## src/rtl/apb4_req_master.sv

```systemverilog
// apb4_req_master: bridges a valid/ready request channel onto single APB4
// transfers and returns each result on a valid/ready response channel.
// A per-transfer wait-state timeout aborts a slave that never raises pready.
module apb4_req_master #(
    parameter int ADDR_WIDTH     = 32,
    parameter int DATA_WIDTH     = 32,
    parameter int TIMEOUT_CYCLES = 256
) (
    input  logic                        clk_i,
    input  logic                        rst_i,
    // request channel
    input  logic                        req_valid_i,
    output logic                        req_ready_o,
    input  logic [ADDR_WIDTH-1:0]       req_addr_i,
    input  logic                        req_write_i,
    input  logic [DATA_WIDTH-1:0]       req_wdata_i,
    input  logic [(DATA_WIDTH+7)/8-1:0] req_strb_i,
    input  logic [2:0]                  req_prot_i,
    // response channel
    output logic                        rsp_valid_o,
    input  logic                        rsp_ready_i,
    output logic [DATA_WIDTH-1:0]       rsp_rdata_o,
    output logic                        rsp_err_o,
    output logic                        rsp_timeout_o,
    // APB4 master side
    output logic [ADDR_WIDTH-1:0]       paddr_o,
    output logic [2:0]                  pprot_o,
    output logic                        psel_o,
    output logic                        penable_o,
    output logic                        pwrite_o,
    output logic [DATA_WIDTH-1:0]       pwdata_o,
    output logic [(DATA_WIDTH+7)/8-1:0] pstrb_o,
    input  logic                        pready_i,
    input  logic [DATA_WIDTH-1:0]       prdata_i,
    input  logic                        pslverr_i
);

    localparam int STRB_WIDTH = (DATA_WIDTH + 7) / 8;

    // A zero timeout still needs a legal one-bit counter; it simply never counts.
    localparam int CNT_W = (TIMEOUT_CYCLES > 0) ? $clog2(TIMEOUT_CYCLES + 1) : 1;
    // Abort fires on the ACCESS cycle that would bring the count up to TIMEOUT_CYCLES.
    localparam logic [CNT_W-1:0] CNT_TERM = CNT_W'((TIMEOUT_CYCLES > 0) ? TIMEOUT_CYCLES - 1 : 0);
    localparam logic [CNT_W-1:0] CNT_MAX  = '1;

    typedef enum logic [1:0] {
        IDLE   = 2'd0,
        SETUP  = 2'd1,
        ACCESS = 2'd2,
        RESP   = 2'd3
    } state_t;

    state_t           state;
    state_t           state_next;
    logic [CNT_W-1:0] cnt;
    logic [CNT_W-1:0] cnt_next;
    logic             accept;
    logic             done;
    logic             abort;

    // Next-state, wait counter and transfer events for the current cycle.
    always_comb begin
        state_next = state;
        cnt_next   = cnt;
        accept     = 1'b0;
        done       = 1'b0;
        abort      = 1'b0;
        case (state)
            IDLE: begin
                // req_ready_o is registered, so it also gates the cycle right after reset.
                if (req_valid_i && req_ready_o) begin
                    accept     = 1'b1;
                    state_next = SETUP;
                end
            end
            SETUP: begin
                state_next = ACCESS;
            end
            ACCESS: begin
                // pready wins over a coincident terminal count.
                if (pready_i) begin
                    done       = 1'b1;
                    state_next = RESP;
                end else if (TIMEOUT_CYCLES != 0) begin
                    cnt_next = (cnt == CNT_MAX) ? cnt : cnt + CNT_W'(1);
                    if (cnt == CNT_TERM) begin
                        abort      = 1'b1;
                        state_next = RESP;
                    end
                end
            end
            RESP: begin
                if (rsp_ready_i) begin
                    cnt_next   = '0;
                    state_next = IDLE;
                end
            end
            default: begin
                state_next = IDLE;
            end
        endcase
    end

    // State and wait-counter registers.
    always_ff @(posedge clk_i) begin
        if (rst_i) begin
            state <= IDLE;
            cnt   <= '0;
        end else begin
            state <= state_next;
            cnt   <= cnt_next;
        end
    end

    // Registered outputs: handshake/qualifiers follow the next state, APB
    // attributes load only on accept and response fields only on completion.
    always_ff @(posedge clk_i) begin
        if (rst_i) begin
            req_ready_o   <= 1'b0;
            psel_o        <= 1'b0;
            penable_o     <= 1'b0;
            rsp_valid_o   <= 1'b0;
            paddr_o       <= '0;
            pprot_o       <= '0;
            pwrite_o      <= 1'b0;
            pwdata_o      <= '0;
            pstrb_o       <= '0;
            rsp_rdata_o   <= '0;
            rsp_err_o     <= 1'b0;
            rsp_timeout_o <= 1'b0;
        end else begin
            req_ready_o <= (state_next == IDLE);
            psel_o      <= (state_next == SETUP) || (state_next == ACCESS);
            penable_o   <= (state_next == ACCESS);
            rsp_valid_o <= (state_next == RESP);

            if (accept) begin
                paddr_o  <= req_addr_i;
                pprot_o  <= req_prot_i;
                pwrite_o <= req_write_i;
                pwdata_o <= req_write_i ? req_wdata_i : '0;
                pstrb_o  <= req_write_i ? req_strb_i : STRB_WIDTH'(0);
            end

            if (done) begin
                rsp_rdata_o   <= pwrite_o ? '0 : prdata_i;
                rsp_err_o     <= pslverr_i;
                rsp_timeout_o <= 1'b0;
            end else if (abort) begin
                rsp_rdata_o   <= '0;
                rsp_err_o     <= 1'b1;
                rsp_timeout_o <= 1'b1;
            end
        end
    end

endmodule

```

## config.mk

```make
export PLATFORM = sky130hd
export DESIGN_NAME = apb4_req_master
export DESIGN_NICKNAME = d
export VERILOG_FILES = /design/src/rtl/apb4_req_master.sv
export SDC_FILE = /design/constraint.sdc
export NUM_CORES = 1
export LEC_CHECK = 0
export BUFFER_PORTS_ARGS = -buffer_cell sky130_fd_sc_hd__buf_2
export CAP_MARGIN = 20
export CORE_UTILIZATION = 51
export CTS_BUF_LIST = sky130_fd_sc_hd__clkbuf_8
export DETAILED_ROUTE_END_ITERATION = 16
export GPL_ROUTABILITY_DRIVEN = 0
export PLACE_DENSITY = 0.87
export SLEW_MARGIN = 0
export SYNTH_ARGS = -nofsm -noshare
export SYNTH_HDL_FRONTEND = slang
export SYNTH_SLANG_ARGS = --single-unit
```

## constraint.sdc

```tcl
create_clock -name clk_i -period 4 [get_ports clk_i]
set_clock_uncertainty 0.15 [all_clocks]
set_input_delay 0.2 -clock clk_i [delete_from_list [all_inputs] [get_ports clk_i]]
set_output_delay 0.2 -clock clk_i [all_outputs]
set_load 0.02 [all_outputs]
```

# Word level (Yosys, flattened, before mapping)

Cells that the tools add are included.

Logic and storage cells: 57
Output and inout bits: 110
Flip-flop bits (word level): 121
Bits of input ports: 110

Mux-type cells: 23
Equal/unequal tests: 11
$add $sub $neg: 1
Reductions and logical operators: 8

Operators by type and width:

| cell                  | number |
|---|---|
| $mux W32              | 4 |
| $mux W9               | 3 |
| $pmux W9 S2           | 1 |
| $add A9 B1 Y9 const B | 1 |
| $eq A9 B8 Y1 const B  | 1 |
| $eq A9 B9 Y1 const B  | 1 |
| $mux W1               | 9 |
| $eq A2 B2 Y1 const B  | 4 |
| $mux W2               | 4 |
| $pmux W2 S4           | 1 |
| $ne A2 B2 Y1 const B  | 3 |
| $eq A2 B1 Y1 const B  | 2 |
| $logic_not A2 Y1      | 2 |
| $mux W4               | 1 |
| $reduce_and A4 Y1     | 1 |
| $reduce_bool A2 Y1    | 2 |
| $reduce_or A2 Y1      | 1 |
| $logic_and A1 B1 Y1   | 1 |
| $logic_or A1 B1 Y1    | 1 |

# Depth between registers and ports, before layout

Gate-level depths: netlist of the first run.

Depth after elaboration: 6
Gate-level depth with buffers: 8
Mapped depth without buffers: 8

# Worst setup path before layout of the first run

OpenSTA, ideal clock, no wires.

Kind: reg-to-reg
Start: register cnt[0]
End: register cnt[7]
Slack: 1.831 ns
Buffers on the path: 1
Stages on the path, launching flop included: 9
Library setup time: 0.072 ns
Required time: 3.778 ns
Arrival: 1.947 ns
Period minus slack after synthesis: 2.169 ns
Cell sequence: dfxtp_1 ha_1 nand3_1 nor2_1 ha_1 or4b_4 buf_6 a211oi_1 mux2i_1

Word-level cells in the longest chain between the ends: 4
Elaborated cells on any way between the ends: 7

RTL lines:

| element                  | RTL line | source |
|---|---|---|
| start: declaration       | 55       | `logic [CNT_W-1:0] cnt;` |
| start signal: assignment | 111      | `cnt <= cnt_next;` |
| $add A9 B1 Y9            | 85       | `cnt_next = (cnt == CNT_MAX) ? cnt : cnt + CNT_W'(1);` |
| $mux W9                  | 85       |  |
| $mux W9                  | 81       | `if (pready_i) begin` |
| $pmux W9 S2              | 68       | `case (state)` |

Parallel ways exist; a longest one is shown, timed or not. The select of a mux whose other input is x is not followed.
A chain may end at the register's enable or synchronous reset.

# Worst setup path in the final report of the first run

Start: register state[0]
End: register psel_o

Word-level cells in the longest chain between the ends: 5
Elaborated cells on any way between the ends: 12

RTL lines:

| element                                      | RTL line | source |
|---|---|---|
| start: declaration                           | 53       | `state_t state;` |
| start signal: assignment                     | 110      | `state <= state_next;` |
| $mux W2                                      | 86       | `if (cnt == CNT_TERM) begin` |
| $mux W2                                      | 81       |  |
| $pmux W2 S4 (*)                              | 68       |  |
| $eq A2 B1 Y1 or $eq A2 B2 Y1 (tied branches) | 133      | `psel_o <= (state_next == SETUP) \|\| (state_next == ACCESS);` |
| $logic_or A1 B1 Y1 (*)                       | 133      |  |
| end signal: assignment                       | 133      |  |
| end: declaration                             | 28       | `output logic psel_o,` |

Mark *: on every way between the ends. The rest lies on a longest branch, timed or not.

==> flow_summary.json, run 1 <==
{
  "status": "complete, no violations",
  "synth_top_area_cell": "dfxtp_1",
  "layout-drive-gt1-share_pct": 30.2,
  "reg2reg_slack_ns": 1.54,
  "start_util_pct": 52.2,
  "power_leakage_nw": 3.14,
  "synth_top_area_share_pct": 53.5,
  "power_density_mw_per_mm2": 423,
  "overflow": 0,
  "drv_cap": 0,
  "dp_hpwl_mm": 8.18,
  "synth_edf_count": 0,
  "place.port_buffers": 219,
  "worst_slew_pin_slew_ns": 0.982,
  "cts.sink_count": 121,
  "required_ns": 4.12,
  "cts_made_buffers": 17,
  "fin_setup_tns_ns": 0,
  "synth-seq-cells": 121,
  "place_area_mm2": 0.00565,
  "boundaryPins": 220,
  "hold_slack_ns": 0.0757,
  "rsz0062_at_grt": "no",
  "cpPeakStageDelay_ns": 0.66,
  "synthCells": 557,
  "wl_mm": 16.8,
  "cts_root_buffer": "clkbuf_8",
  "path_class": "reg2reg",
  "dieArea_mm2": 0.00926,
  "yosys-top-cells-count": "nand2_1 (151), dfxtp_1 (121), a21oi_1 (109)",
  "hold_violations": 0,
  "cp_slowest_cell": "dfxtp_1",
  "critical-path-top-delay-family": "simple AND/OR/NAND/NOR gates",
  "cts.repair.resized": 0,
  "fmax_ghz": 0.407,
  "fillers": 476,
  "post_cts_buffers": 0,
  "rows": 34,
  "grt_pass1_vias": 5145,
  "path_buf_inv": 1,
  "final_antenna_net_count": 0,
  "top_layer": "met4",
  "core-area_mm2": 0.00868,
  "antenna_found_initial": 1,
  "clock_latency_ns": 0.41,
  "synth_area_leaders": "dfxtp_1 (53%), nand2_1 (13%), a21oi_1 (12%)",
  "grt_max_degree": 77,
  "synth_most_common_cell": "nand2_1",
  "worst_setup_path_start_kind": "flop",
  "fin_crit_ns": 2.46,
  "fin_crit_sh_pct": 61.4,
  "hold_class": "in2reg",
  "grt_pass1_wl_mm": 24.2,
  "drt-met1-wl_mm": 6.05,
  "ir_drop_mv": 0.260,
  "drtIter0Drc": 294,
  "yosys.cell_types.count": 29,
  "total_power_mw": 3.03,
  "track_usage_pct": 34.7,
  "setup_viol_count_final": 0,
  "wl_per_cell_um": 17.1,
  "setup.worst_path.end_class": "flop",
  "synthArstFlopShare_pct": 0,
  "cp.arrival_ns": 2.57,
  "syn-num-nets": 673,
  "synth_flop_cell": "dfxtp_1",
  "syn_area_mm2": 0.00453,
  "cts-htree-levels": 4,
  "path_clk_slew_ns": 0.07,
  "tritoncts": "yes",
  "worst_slew_margin_rel_pct": 34.5,
  "post-route-drc-count": 0,
  "finish.instance_area_mm2": 0.00717,
  "area_growth_syn_to_layout_pct": 58.3,
  "slew_viol_final": 0,
  "cp_max_fo": 75,
  "drtPass1Iterations": 7,
  "wl_met2_mm": 8.23,
  "vias_per_cell": 5.56,
  "route.met3.wl_mm": 1.72,
  "yosysSeqAreaShare_pct": 53.5,
  "die_w_um": 96.2,
  "hold_buffers": 105,
  "clockBufferDepth": 2,
  "nets": 974,
  "ys_warn_count": 0,
  "vias": 5447,
  "die_h_um": 96.2,
  "avgSynthCellArea_um2": 8.13,
  "cp_cell_sequence": "nand4bb_4 > buf_4 > and3_1 > ha_1 > nor2b_1"
}
layout by cell type, fill, tap and decap left out, drive strengths merged, types with 3 or more instances in the layout:
master,count
buf,224
nand2,151
dfxtp,121
a21oi,109
dlygate4sd3,105
nand3,43
o21ai,36
clkbuf,18
ha,6
inv,6
nor2,5
nor2b,5
bufinv,5
nand2b,4
clkinvlp,4
a211oi,4
clkinv,4
mux2i,3
a2111o,3
per-layer routing:
layer,track usage [%],vias up
li1,-,2490
met1,37.3,2472
met3,11.0,86
met4,21.4,0
met5,0,-
met2,59.0,399
final cells by class:
cell class,count,area (µm²),share of cell area [%]
inverters,5,18.8,0.262
flip-flops and latches,121,2420,33.8
clock buffers,18,248,3.46
well taps,108,135,1.89
diodes,1,2.50,0.0349
multi-input cells,384,1930,27.0
clock inverters,14,220,3.07
repair buffers,329,2190,30.5
state kept, by name, indices dropped and copies added (netlist names):
signal	cells
cnt	9
paddr_o	32
penable_o	1
pprot_o	3
psel_o	1
pstrb_o	4
pwdata_o	32
pwrite_o	1
req_ready_o	1
rsp_err_o	1
rsp_rdata_o	32
rsp_timeout_o	1
rsp_valid_o	1
state	2
final timing paths:
path	from	endpoint	cells past startpoint
max reg2reg	state[0]$_SDFF_PP0_	psel_o$_SDFF_PP0_	5
min reg2reg	pwdata_o[15]$_SDFFE_PP0P_	pwdata_o[15]$_SDFFE_PP0P_	2
max	state[0]$_SDFF_PP0_	psel_o$_SDFF_PP0_	5
min	rsp_ready_i	state[1]$_SDFF_PP0_	3
cells by family after synthesis:
group                    synth area share, %
AND/OR/NAND/NOR                         20.7
AO/OA/AOI/OAI                           18.7
flip-flops                              53.5
buffers and inverters                   4.84
adder cells (fa/ha/maj)                 1.66
multiplexers                           0.663
through the flow:
step           setup WS [ns]  instances  util (%)
6_report                1.54        980      82.6
2_1_floorplan           1.83        557         -
3_5_place_dp            1.57        842      65.1
4_1_cts                 1.54        979      82.6
5_1_grt                 1.42        980      82.6
3_3_place_gp            1.64        842      65.1
where the power goes:
part / switching (mW) / total [mW] / internal [mW]
logic: 0.264 / 0.458 / 0.194
clock network: 0.517 / 1.28 / 0.762
registers: 0.0378 / 1.30 / 1.26
total: 0.819 / 3.03 / 2.21
worst min-delay path: stages:
cell and delay [ns]:
buf_2 0.12, a31o_2 0.21, nor2_1 0.06
No activity file was read; power rests on OpenSTA's default activity.
==> inputs of run 2 (changes only) <==
--- a/config.mk
+++ b/config.mk
@@ -5,13 +5,14 @@
 export SDC_FILE = /design/constraint.sdc
 export NUM_CORES = 1
 export LEC_CHECK = 0
+export ABC_AREA = 1
 export BUFFER_PORTS_ARGS = -buffer_cell sky130_fd_sc_hd__buf_2
 export CAP_MARGIN = 20
-export CORE_UTILIZATION = 51
+export CORE_UTILIZATION = 43
 export CTS_BUF_LIST = sky130_fd_sc_hd__clkbuf_8
 export DETAILED_ROUTE_END_ITERATION = 16
 export GPL_ROUTABILITY_DRIVEN = 0
-export PLACE_DENSITY = 0.87
+export PLACE_DENSITY = 0.78
 export SLEW_MARGIN = 0
 export SYNTH_ARGS = -nofsm -noshare
 export SYNTH_HDL_FRONTEND = slang
==> constraint.sdc (replaced) <==
create_clock -name clk_i -period 2.2 [get_ports clk_i]
set_clock_uncertainty 0.15 [all_clocks]
set_input_delay 0.11 -clock clk_i [delete_from_list [all_inputs] [get_ports clk_i]]
set_output_delay 0.11 -clock clk_i [all_outputs]
set_load 0.02 [all_outputs]
==> flow_summary.json, run 2 <==
{
  "fmax_ghz": 0.477,
  "worst_setup_path_start_kind": "flop",
  "core-area_mm2": 0.0103,
  "tritoncts": "yes",
  "grt_pass1_vias": 5183,
  "drtPass1Iterations": 5,
  "fin_crit_sh_pct": 95.2,
  "hold_class": "in2reg",
  "syn_area_mm2": 0.00452,
  "setup_viol_count_final": 0,
  "ys_warn_count": 0,
  "yosysSeqAreaShare_pct": 53.5,
  "die_w_um": 105,
  "cp_max_fo": 3,
  "wl_per_cell_um": 14.3,
  "avgSynthCellArea_um2": 7.77,
  "grt_pass1_wl_mm": 24.0,
  "yosys-top-cells-count": "nand2_1 (124), dfxtp_1 (121), nor2_1 (92)",
  "synth_top_area_cell": "dfxtp_1",
  "rows": 37,
  "start_util_pct": 44.0,
  "power_density_mw_per_mm2": 734,
  "drv_cap": 0,
  "area_growth_syn_to_layout_pct": 59.4,
  "final_common_cell": "buf_2",
  "layout-drive-gt1-share_pct": 31.0,
  "cpPeakStageDelay_ns": 0.36,
  "cts_made_buffers": 17,
  "top_regs": "paddr_o (32), pwdata_o (32), rsp_rdata_o (32)",
  "total_power_mw": 5.29,
  "power_leakage_nw": 3.30,
  "status": "complete, no violations",
  "synth_flop_cell": "dfxtp_1",
  "synth_most_common_cell": "nand2_1",
  "required_ns": 2.33,
  "cts-htree-levels": 4,
  "final_antenna_net_count": 0,
  "cp_slowest_cell": "dfxtp_2",
  "synthCells": 582,
  "clockBufferDepth": 2,
  "yosys.cell_types.count": 21,
  "grt_max_degree": 75,
  "antenna_cells": 0,
  "cts_root_buffer": "clkbuf_8",
  "wl_mm": 15.0,
  "dp_hpwl_mm": 7.96,
  "dieArea_mm2": 0.0109,
  "place.port_buffers": 219,
  "clock_latency_ns": 0.42,
  "final_util_pct": 70.2,
  "reg2reg_slack_ns": 0.11,
  "synth_area_leaders": "dfxtp_1 (54%), nand2_1 (10%), a21oi_1 (8.3%)",
  "cts.sink_count": 121,
  "vias": 5182,
  "synthArstFlopShare_pct": 0,
  "worst_slew_margin_rel_pct": 47.5,
  "syn-num-nets": 698,
  "vias_per_cell": 4.93,
  "fin_crit_ns": 2.09,
  "boundaryPins": 220,
  "setup.worst_path.end_class": "flop",
  "cp.arrival_ns": 2.22,
  "post-route-drc-count": 0,
  "hold_violations": 0,
  "overflow": 0,
  "path_class": "reg2reg",
  "drtIter0Drc": 365,
  "path_clk_slew_ns": 0.07,
  "synth_edf_count": 0,
  "slew_viol_final": 0,
  "die_h_um": 105,
  "ir_drop_mv": 0.530,
  "antenna_found_initial": 0,
  "track_usage_pct": 27.3,
  "cp_cell_sequence": "ha_4 > nand2_2 > nor3_4 > nand2_1 > nor2_2 > ha_2 > o21ai_2 > nand3_2 > inv_2 > ha_1 > inv_1 > nor2_1",
  "worst_slew_pin_slew_ns": 0.787,
  "final_cell_mix": "buf_2 (219), nand2_1 (122), dfxtp_1 (119)",
  "synth_top_area_share_pct": 53.5,
  "synth-seq-cells": 121,
  "nets": 1018
}
[run 2: changes by cell type in the layout (fill, tap and decap cells not counted), sizes merged, moves of 4 or more]
cell / before / now
nor2: 5 / 95
nand2: 151 / 128
inv: 6 / 30
dlygate4sd3: 105 / 110
buf: 224 / 230
o21ai: 36 / 40
nor2b: 5 / 0
a21oi: 109 / 75
a211oi: 4 / 0
nand2b: 4 / 0
[run 2: critical path: cells and delay by family (launching register included)]
kind                       cells  cell delay (ns)
adders and majority gates      3             0.64
and+or+nand+nor                6             0.63
DFF                            1             0.36
buffers and inverters          2             0.11
AOI/OAI and AO/OA              1             0.07
[run 2: area by class of cell]
cell class                 count  area [µm²]
timing repair buffer         340        2290
tap                          136         170
sequential                   121        2430
clock inverter                14         146
fill                         775        3070
inverter                      27         101
clock buffer                  18         248
multi-input combinational    395        1830
[run 2: final timing paths]
check	startpoint	endpoint	depth (start not counted)
setup reg to reg	cnt[0]$_SDFFE_PP0P_	psel_o$_SDFF_PP0_	12
hold reg to reg	rsp_timeout_o$_SDFFE_PP0P_	rsp_timeout_o$_SDFFE_PP0P_	2
hold / removal	req_valid_i	state[0]$_SDFF_PP0_	5
setup / recovery	cnt[0]$_SDFFE_PP0P_	psel_o$_SDFF_PP0_	12
[run 2: per-layer routing]
metal,track usage [%],wire length [µm]
met3,9.05,1120
met1,29.4,5940
met2,47.7,7480
met4,13.9,475
met5,0,0
[run 2: kinds of logic (layout without fill, tap and decap cells)]
group,count (synthesis),count (layout),synth area share [%]
DFF,121,121,53.5
and+or+nand+nor,274,274,24.8
AOI/OAI and AO/OA,115,115,12.8
buffers and inverters,66,399,7.16
adders and majority gates,6,6,1.66
[run 2: metrics by stage]
stage	std cells	hold slack, ns	worst slack (ns)	area, µm²	TNS [ns]
5_1_grt	1051	0.0372	-0.0246	7210	-0.0483
6_report	1051	0.0413	0.105	7210	0
3_5_place_dp	908	0.207	-0.0334	5660	-0.0334
3_3_place_gp	908	0.193	0.0869	5660	0
2_1_floorplan	582	0.103	0.0944	4520	0
4_1_cts	1050	0.0350	0.0251	7170	0
[run 2: where the power goes]
part / internal, mW / switching (mW)
clock network: 1.04 / 0.913
registers: 2.32 / 0.0711
logic: 0.407 / 0.544
[run 2: repair_timing]
action	4_1_cts	5_1_grt
pin swaps	0	5
buffers inserted	0	1
hold buffers	110	0
cloned	0	0
hold endpoints to repair	107	0
setup endpoints to repair	1	44
resized for setup	3	12
